--- src/rtl/multdiv_unit.sv ---
// multdiv_unit: iterative signed multiply / divide unit.
//   Multiply uses a radix-4 Booth recoder (WIDTH/2 iterations).
//   Divide uses a restoring divider on operand magnitudes (WIDTH iterations).
//   The quotient truncates toward zero and the remainder is discarded.
//
// Ports:
//   clk             rising-edge clock
//   clr             synchronous active-high reset
//   data_operandA   multiplicand / dividend, sampled on the start cycle
//   data_operandB   multiplier / divisor, sampled on the start cycle
//   ctrl_MULT       start-multiply pulse (wins if ctrl_DIV is also high)
//   ctrl_DIV        start-divide pulse
//   data_result     product low word or quotient, held between results
//   data_exception  multiply overflow, divide overflow or divide-by-zero
//   data_resultRDY  one-cycle pulse while the result is first presented
//
// Optional build macro:
//   MULTDIV_FAST_DIV0_EN  when defined, a divide by zero skips the
//                         iterations and presents its result in cycle 1.
//
// A start pulse in any state aborts the current operation; WIDTH must be
// even and at least 4.
module multdiv_unit #(
   parameter int WIDTH = 32
) (
   input  logic             clk,
   input  logic             clr,
   input  logic [WIDTH-1:0] data_operandA,
   input  logic [WIDTH-1:0] data_operandB,
   input  logic             ctrl_MULT,
   input  logic             ctrl_DIV,
   output logic [WIDTH-1:0] data_result,
   output logic             data_exception,
   output logic             data_resultRDY
);

   localparam int CW = $clog2(WIDTH);
   localparam logic [CW-1:0] LAST_MUL = CW'(WIDTH / 2 - 1);
   localparam logic [CW-1:0] LAST_DIV = CW'(WIDTH - 1);

   typedef enum logic [1:0] {S_IDLE, S_MUL, S_DIV, S_DONE} state_t;

   state_t           state_q, state_d;
   logic [CW-1:0]    cnt_q, cnt_d;
   // hi: Booth partial product (two guard bits so that +/-2M cannot overflow)
   //     or the partial remainder while dividing.
   // lo: multiplier bits shifting out / product low bits shifting in,
   //     or dividend bits shifting out / quotient bits shifting in.
   logic [WIDTH+1:0] hi_q, hi_d;
   logic [WIDTH-1:0] lo_q, lo_d;
   logic             booth_q, booth_d;   // Booth bit to the right of lo[0]
   logic [WIDTH-1:0] m_q, m_d;           // multiplicand or divisor magnitude
   logic             neg_q, neg_d;       // quotient must be negated
   logic             div0_q, div0_d;
   logic             ovf_q, ovf_d;
   logic [WIDTH-1:0] result_q, result_d;
   logic             exc_q, exc_d;

   logic [WIDTH+1:0]   m_x1, m_x2, addend, sum;
   logic [WIDTH+1:0]   mul_hi, rem_shift, diff, div_hi;
   logic [WIDTH-1:0]   mul_lo, div_lo, a_mag, b_mag;
   logic [2*WIDTH-1:0] prod;
   logic               mul_ovf;

   // One Booth iteration and one restoring-divide iteration, both computed
   // from the current registers; the FSM picks which one to commit.
   always_comb begin
      m_x1 = {{2{m_q[WIDTH-1]}}, m_q};
      m_x2 = {m_q[WIDTH-1], m_q, 1'b0};
      case ({lo_q[1:0], booth_q})
         3'b001, 3'b010: addend = m_x1;
         3'b011:         addend = m_x2;
         3'b100:         addend = -m_x2;
         3'b101, 3'b110: addend = -m_x1;
         default:        addend = '0;
      endcase
      sum    = hi_q + addend;
      mul_hi = {{2{sum[WIDTH+1]}}, sum[WIDTH+1:2]};
      mul_lo = {sum[1:0], lo_q[WIDTH-1:2]};
      prod   = {mul_hi[WIDTH-1:0], mul_lo};
      // Signed overflow: the upper WIDTH+1 product bits are not all equal.
      mul_ovf = ~((&prod[2*WIDTH-1:WIDTH-1]) | ~(|prod[2*WIDTH-1:WIDTH-1]));

      rem_shift = {hi_q[WIDTH:0], lo_q[WIDTH-1]};
      diff      = rem_shift - {2'b00, m_q};
      div_hi    = diff[WIDTH+1] ? rem_shift : diff;
      div_lo    = {lo_q[WIDTH-2:0], ~diff[WIDTH+1]};

      // Magnitude of the most negative value wraps to itself, which is the
      // correct unsigned magnitude.
      a_mag = data_operandA[WIDTH-1] ? -data_operandA : data_operandA;
      b_mag = data_operandB[WIDTH-1] ? -data_operandB : data_operandB;
   end

   always_comb begin
      state_d  = state_q;
      cnt_d    = cnt_q;
      hi_d     = hi_q;
      lo_d     = lo_q;
      booth_d  = booth_q;
      m_d      = m_q;
      neg_d    = neg_q;
      div0_d   = div0_q;
      ovf_d    = ovf_q;
      result_d = result_q;
      exc_d    = exc_q;

      if (ctrl_MULT) begin
         state_d = S_MUL;
         cnt_d   = '0;
         hi_d    = '0;
         lo_d    = data_operandB;
         booth_d = 1'b0;
         m_d     = data_operandA;
      end else if (ctrl_DIV) begin
         state_d = S_DIV;
         cnt_d   = '0;
         hi_d    = '0;
         lo_d    = a_mag;
         booth_d = 1'b0;
         m_d     = b_mag;
         neg_d   = data_operandA[WIDTH-1] ^ data_operandB[WIDTH-1];
         div0_d  = (data_operandB == '0);
         ovf_d   = (data_operandA == {1'b1, {(WIDTH-1){1'b0}}}) && (&data_operandB);
`ifdef MULTDIV_FAST_DIV0_EN
         if (data_operandB == '0) begin
            state_d  = S_DONE;
            result_d = '0;
            exc_d    = 1'b1;
         end
`endif
      end else begin
         case (state_q)
            S_MUL: begin
               hi_d    = mul_hi;
               lo_d    = mul_lo;
               booth_d = lo_q[1];
               cnt_d   = cnt_q + CW'(1);
               if (cnt_q == LAST_MUL) begin
                  state_d  = S_DONE;
                  result_d = prod[WIDTH-1:0];
                  exc_d    = mul_ovf;
               end
            end
            S_DIV: begin
               hi_d  = div_hi;
               lo_d  = div_lo;
               cnt_d = cnt_q + CW'(1);
               if (cnt_q == LAST_DIV) begin
                  state_d  = S_DONE;
                  result_d = div0_q ? '0 : (neg_q ? -div_lo : div_lo);
                  exc_d    = div0_q | ovf_q;
               end
            end
            S_DONE:  state_d = S_IDLE;
            default: state_d = S_IDLE;
         endcase
      end
   end

   always_ff @(posedge clk) begin
      if (clr) begin
         state_q  <= S_IDLE;
         cnt_q    <= '0;
         hi_q     <= '0;
         lo_q     <= '0;
         booth_q  <= 1'b0;
         m_q      <= '0;
         neg_q    <= 1'b0;
         div0_q   <= 1'b0;
         ovf_q    <= 1'b0;
         result_q <= '0;
         exc_q    <= 1'b0;
      end else begin
         state_q  <= state_d;
         cnt_q    <= cnt_d;
         hi_q     <= hi_d;
         lo_q     <= lo_d;
         booth_q  <= booth_d;
         m_q      <= m_d;
         neg_q    <= neg_d;
         div0_q   <= div0_d;
         ovf_q    <= ovf_d;
         result_q <= result_d;
         exc_q    <= exc_d;
      end
   end

   assign data_result    = result_q;
   assign data_exception = exc_q;
   assign data_resultRDY = (state_q == S_DONE);

endmodule

--- config.mk ---
export PLATFORM = sky130hd
export DESIGN_NAME = multdiv_unit
export DESIGN_NICKNAME = d
export VERILOG_FILES = /design/src/rtl/multdiv_unit.sv
export SDC_FILE = /design/constraint.sdc
export NUM_CORES = 1
export LEC_CHECK = 0
export ABC_CLOCK_PERIOD_IN_PS = 6990
export CORE_ASPECT_RATIO = 1.5
export CORE_MARGIN = 1.5
export CORE_UTILIZATION = 39
export DETAILED_ROUTE_END_ITERATION = 7
export MAX_ROUTING_LAYER = met4
export SLEW_MARGIN = 5
export SYNTH_ARGS = -nofsm -noshare
export SYNTH_HDL_FRONTEND = slang
export SYNTH_SLANG_ARGS = --single-unit
--- constraint.sdc ---
create_clock -name clk -period 6.99 [get_ports clk]
set_input_delay 1.0485 -clock clk [delete_from_list [all_inputs] [get_ports clk]]
set_output_delay 1.0485 -clock clk [all_outputs]
set_load 0.01 [all_outputs]
==> impl_metrics.ini, run 1 <==
[clock_network]
clk_latency_ns = 0.46
clkSinkCount = 142
cts_tree = built
cts_root_buf = clkbuf_16
clockBufferDepth = 2
cts_buffers = 17
hold_buffers = 0
clk_pin_slew_ns = 0.07
htreeDepth = 4

[sta]
final_max_slew_viol_count = 0
fin_crit_ns = 6.26
worst-slew-pin-transition_ns = 1.13
holdWs_ns = 0.500
clock_skew_ns = 0.00976
rsz0062_at_grt = false
clock.fmax_mhz = 160
tns_ns = 0
period_share = 0.895
setup_viol = 0
relSlewSlack = 0.245
finalHoldViolations = 0

[critical_path]
crit_start = m_q[1]
crit_chain = inv_1 -> ha_1 -> or4b_4 -> or4_1 -> nor2_1 -> nand2_1 -> or4_1 -> xnor2_1 -> a221oi_1 -> a31oi_1 -> ha_1 -> a21o_1 -> a31oi_1 -> and2_1 -> nand3_1 -> a21oi_1 -> o21ai_0 -> a21o_1 -> a311oi_1 -> and4b_1 -> a211oi_1 -> o21a_1
startpoint_type = flop
critical_path_class = reg2reg
r2r_start = m_q[1]
reg2reg_to = data_exception
crit_required_ns = 7.34
worstPathArrival_ns = 6.61
cp-end-kind = flop
max_stage_delay_ns = 0.51
rrSetupSlack_ns = 0.73
cp_max_fo = 6
cp_slowest_cell = or4b_4
r2r_cells = 22

[finish]
antenna_cells = 0
final_area_sq_mm = 0.0161
area_growth_pct = 12.3
nNetsFinal = 2165
drive_gt1_frac = 0.0404

[power]
power_leakage_nw = 5.95
ir_drop_v = 0.000178
power_mw = 2.87
power.density_mw_per_mm2 = 178

[synth]
syn_avg_cell_area_sq_um = 7.06
synthAdderAreaFrac = 0.0699
synth_cell_types = 74
syn_inst = 2033
ys_warn_count = 0
synthSimpleGateAreaFrac = 0.221
syn-cell-area_sq_mm = 0.0144
synthMuxAreaShare = 0.0198
ys_ff_latch = 142
async_flop_share = 0
synth.most_common_cell = nor2_1
synth_top_family_by_area = compound AO/OA/AOI/OAI gates
ys.flop_type = dfxtp_1
synth_area_leaders = dfxtp_1, a211oi_1, xnor2_1
synth_largest_area_cell = dfxtp_1
synth_top_cells_by_count = nor2_1, a21oi_1, a211oi_1, nand2_1, dfxtp_1
synth-edff-count = 0
synth_xor_area_frac = 0.118
synth-compound-area-share = 0.314
netlist.area_leader.share = 0.198
seq_area_frac_synth = 0.198
syn_nets = 2180

[detailed_routing]
drcViolationCount = 0
dr_wl_met2_um = 27700
drtIter0Drc = 1033
viasPerCell = 6.13
highest_layer = met4
met1_length_um = 20600
routedWlPerCell_um = 21.7
ant_nets = 0
wl_met3_um = 1930
dr.pass1.iters = 6
route.vias.total = 15400
wl_um = 54500

[global_routing]
grt_pass1_vias = 14900
antenna_found_initial = 0
grt_first_pass_wirelength_um = 84200
track_usage = 0.293
grt_overflow = 0
grt_max_degree = 93

[floorplanning]
fp.dieH_um = 238
ios = 102
core_sq_mm = 0.0361
die-area_sq_mm = 0.0380
die_w_um = 160
start_util = 0.398
rows = 85

[job]
cap_violations = 0

[run_status]
outcome = complete, no violations

[min_path]
holdPathEnd = ovf_q
hold_path_class = reg2reg
holdPathStages = 2
worstHoldStart = ovf_q

[place]
io_buffers = 101
finalWeightedCongestion = 0.951
place_area_sq_mm = 0.0156
dp_hpwl_um = 41800
[through the flow]
step / setup WS [ns] / instances / utilization
finish: 0.731 / 2509 / 0.447
global route: 0.159 / 2509 / 0.447
CTS: 0.669 / 2509 / 0.447
detailed placement: 0.679 / 2477 / 0.431
floorplan: 1.20 / 2033 / -
global placement: 0.791 / 2477 / 0.431
[what timing repair did]
action / in CTS / in global routing
endpoints found under the hold margin: 0 / 0
buffers inserted: 0 / 0
gates resized for setup: 0 / 1
endpoints found under the setup margin: 0 / 1
[sequential cells by signal (all words and copies together), names as in the netlist, 2 cells and up]
signal / count
lo_q: 32
state_q: 2
data_result: 32
hi_q: 34
cnt_q: 5
m_q: 32
[placed cells by master (no fill, tap or decap), drive strengths merged, types with 36 or more instances in the layout]
cell type,instances
nor2,260
a21oi,198
a211oi,176
nand2,161
dfxtp,142
xnor2,114
o21ai,109
clkdlybuf4s50,98
xor2,79
ha,77
inv,75
nor2b,41
nor3,40
nand3,36
[layer usage]
metal	track usage	vias to the layer above
met3	0.0271	167
li1	-	7385
met5	-	-
met2	0.518	522
met4	0.224	0
met1	0.299	7309
[worst max path at each step]
stage / end / depth (start not counted)
2_1_floorplan: data_result[26] / 25
3_3_place_gp: data_result[23] / 22
3_5_place_dp: data_result[23] / 22
4_1_cts: data_result[23] / 22
5_1_grt: data_result[23] / 22
6_report: data_exception / 22
[final cells by class]
class	instances	area, sq um
Fill cell	3704	19900
Tap cell	478	598
Timing Repair Buffer	122	1160
Clock buffer	18	429
Inverter	70	263
Clock inverter	14	133
Sequential cell	142	2840
Multi-Input combinational cell	1665	10700
[report_power, final]
group | total [mW] | switching [mW] | internal [mW]
clock | 0.916 | 0.420 | 0.495
sequential | 0.946 | 0.0897 | 0.856
combinational | 1.01 | 0.622 | 0.390
total | 2.87 | 1.13 | 1.74
[logic make-up (layout without fill, tap and decap cells)]
group           after synthesis  count (layout)
buf+inv                     226             224
flops                       142             142
fa+ha+maj                    79              79
xor+xnor                    193             193
simple gates                672             672
compound gates              693             693
mux                          28              28
[worst max-delay path: cells and delay by family (launching register included)]
family / cells / cell delay [ns]
xor gates and xnor gates: 1 / 0.15
adders and majority gates: 2 / 0.66
and+or+nand+nor: 8 / 2.43
buffers and inverters: 1 / 0.12
AOI/OAI and AO/OA: 10 / 2.41
DFF: 1 / 0.37
Power figures use the tool's default switching activity.
==> run 2, diff against run 1 <==
Settings changed: PLACE_DENSITY from default to 0.64.
==> run 2 against run 1 <==
Register-to-register slack got worse by 0.16 ns. Final area rose by 0.16%. Critical path depth rose by 1. Power is 0.48% higher. Global-route usage decreased by 0.12 points. Clock power is 1% higher. Largest cell class unchanged. Largest power group unchanged. Highest routed layer unchanged.
==> impl_metrics.ini, run 2 (synthesized netlist as in run 1, its figures left out) <==
[clock_network]
post_cts_resize_count = 0
clk_latency_ns = 0.46
clk_pin_slew_ns = 0.07
hold_buffers = 0
cts_buffers = 17
clkSinkCount = 142
cts_root_buf = clkbuf_16
cts_tree = built
htreeDepth = 4
post-cts-setup-buffers = 0
clockBufferDepth = 2

[power]
power_leakage_nw = 5.96
power.density_mw_per_mm2 = 179
ir_drop_v = 0.000175

[global_routing]
grt_first_pass_wirelength_um = 83800
track_usage = 0.291
antenna_found_initial = 0
grt_overflow = 0
grt_max_degree = 110
grt_pass1_vias = 14600

[detailed_routing]
viasPerCell = 6.16
dr_wl_met2_um = 27100
highest_layer = met4
wl_um = 54500
met1_length_um = 20500
dr.pass1.iters = 6
wl_met3_um = 2220
route.vias.total = 15500
routedWlPerCell_um = 21.7
ant_nets = 0
drtIter0Drc = 1189
drcViolationCount = 0

[critical_path]
worstPathArrival_ns = 6.79
cp_max_fo = 9
critical_path_class = reg2reg
max_stage_delay_ns = 0.66
cp_slowest_cell = a2111oi_0
crit_chain = inv_1 -> ha_1 -> a21oi_1 -> nor2_1 -> a211oi_1 -> nor4b_1 -> a211o_1 -> a31oi_1 -> and3b_1 -> a2111oi_0 -> o21ai_0 -> ha_1 -> inv_1 -> ha_1 -> nand2_1 -> nor4_1 -> nand3_1 -> or2_2 -> nand2b_1 -> o21ai_0 -> xnor2_1 -> a21oi_1 -> a211oi_1
cp_common_cell = ha_1
startpoint_type = flop
cp-end-kind = flop
crit_required_ns = 7.36

[finish]
largest_register_ffs = 34
area_growth_pct = 12.5
drive_gt1_frac = 0.0413
regMostFlops = hi_q
mostFrequentLayoutCell = nor2_1
antenna_cells = 0
most-common-layout-cells = nor2_1, a21oi_1, a211oi_1, nand2_1, dfxtp_1
final_area_sq_mm = 0.0161
nNetsFinal = 2167

[sta]
clock.fmax_mhz = 156
final_max_slew_viol_count = 0
relSlewSlack = 0.245
period_share = 0.919
worst-slew-pin-transition_ns = 1.13
rsz0062_at_grt = false
fin_crit_ns = 6.42
clock_skew_ns = 0.0102
finalHoldViolations = 0
setup_viol = 0
tns_ns = 0

[run_status]
outcome = complete, no violations

[place]
place_area_sq_mm = 0.0156
dp_hpwl_um = 41600
io_buffers = 101
finalWeightedCongestion = 0.976

[floorplanning]
rows = 85
fp.dieH_um = 238
ios = 102
start_util = 0.398
die_w_um = 160
core_sq_mm = 0.0361
die-area_sq_mm = 0.0380

[min_path]
hold_path_class = reg2reg

[job]
cap_violations = 0
==> run 2: cell types whose count changed in the layout (fill, tap and decap cells not counted), sizes merged <==
cell      before  now
buf           24   26
inv           75   74
clkinv         5    4
clkinvlp       3    4
clkbuf        18   19
==> run 2: worst max-delay path: cells and delay by family, from the launching register on <==
| family | cells | cell delay [ns] |
|---|---|---|
| buffers and inverters | 2 | 0.22 |
| AND/OR/NAND/NOR | 8 | 1.99 |
| adder cells (fa/ha/maj) | 3 | 0.85 |
| AO/OA/AOI/OAI | 9 | 2.58 |
| XOR/XNOR | 1 | 0.15 |
| flip-flops | 1 | 0.51 |
==> run 2: worst paths after layout <==
kind                                      start               to  slack, ns  cells past startpoint
worst max-delay path                     m_q[8]  data_result[30]       0.57                     23
worst min-delay path            data_result[20]  data_result[20]       0.49                      2
worst max register to register           m_q[8]  data_result[30]       0.57                     23
worst min register to register  data_result[20]  data_result[20]       0.49                      2
==> run 2: final cells by class <==
type	instances	area, sq um
Clock buffer	19	443
Clock inverter	13	130
Fill cell	3714	19900
Inverter	70	263
Multi-Input combinational cell	1665	10700
Sequential cell	142	2840
Tap cell	478	598
Timing Repair Buffer	124	1180
==> run 2: per-stage QoR <==
stage	hold WS [ns]	setup WS (ns)	utilization	std cells	power, mW
3_5_place_dp	0.478	0.716	0.432	2479	1.96
4_1_cts	0.491	0.653	0.448	2511	2.89
5_1_grt	0.523	0.0323	0.448	2511	3.02
3_3_place_gp	0.470	0.817	0.432	2479	1.95
6_report	0.493	0.568	0.448	2511	2.89
2_1_floorplan	0.455	1.20	-	2033	1.62
==> run 2: routing by layer <==
metal,global-route usage,vias up
met5,-,-
met4,0.232,0
met3,0.0273,205
met1,0.300,7300
met2,0.509,558
li1,-,7394
==> run 2: where the power goes <==
part,switching (mW),internal (mW)
Sequential,0.0892,0.856
Clock,0.420,0.505
Combinational,0.626,0.391
Total,1.13,1.75
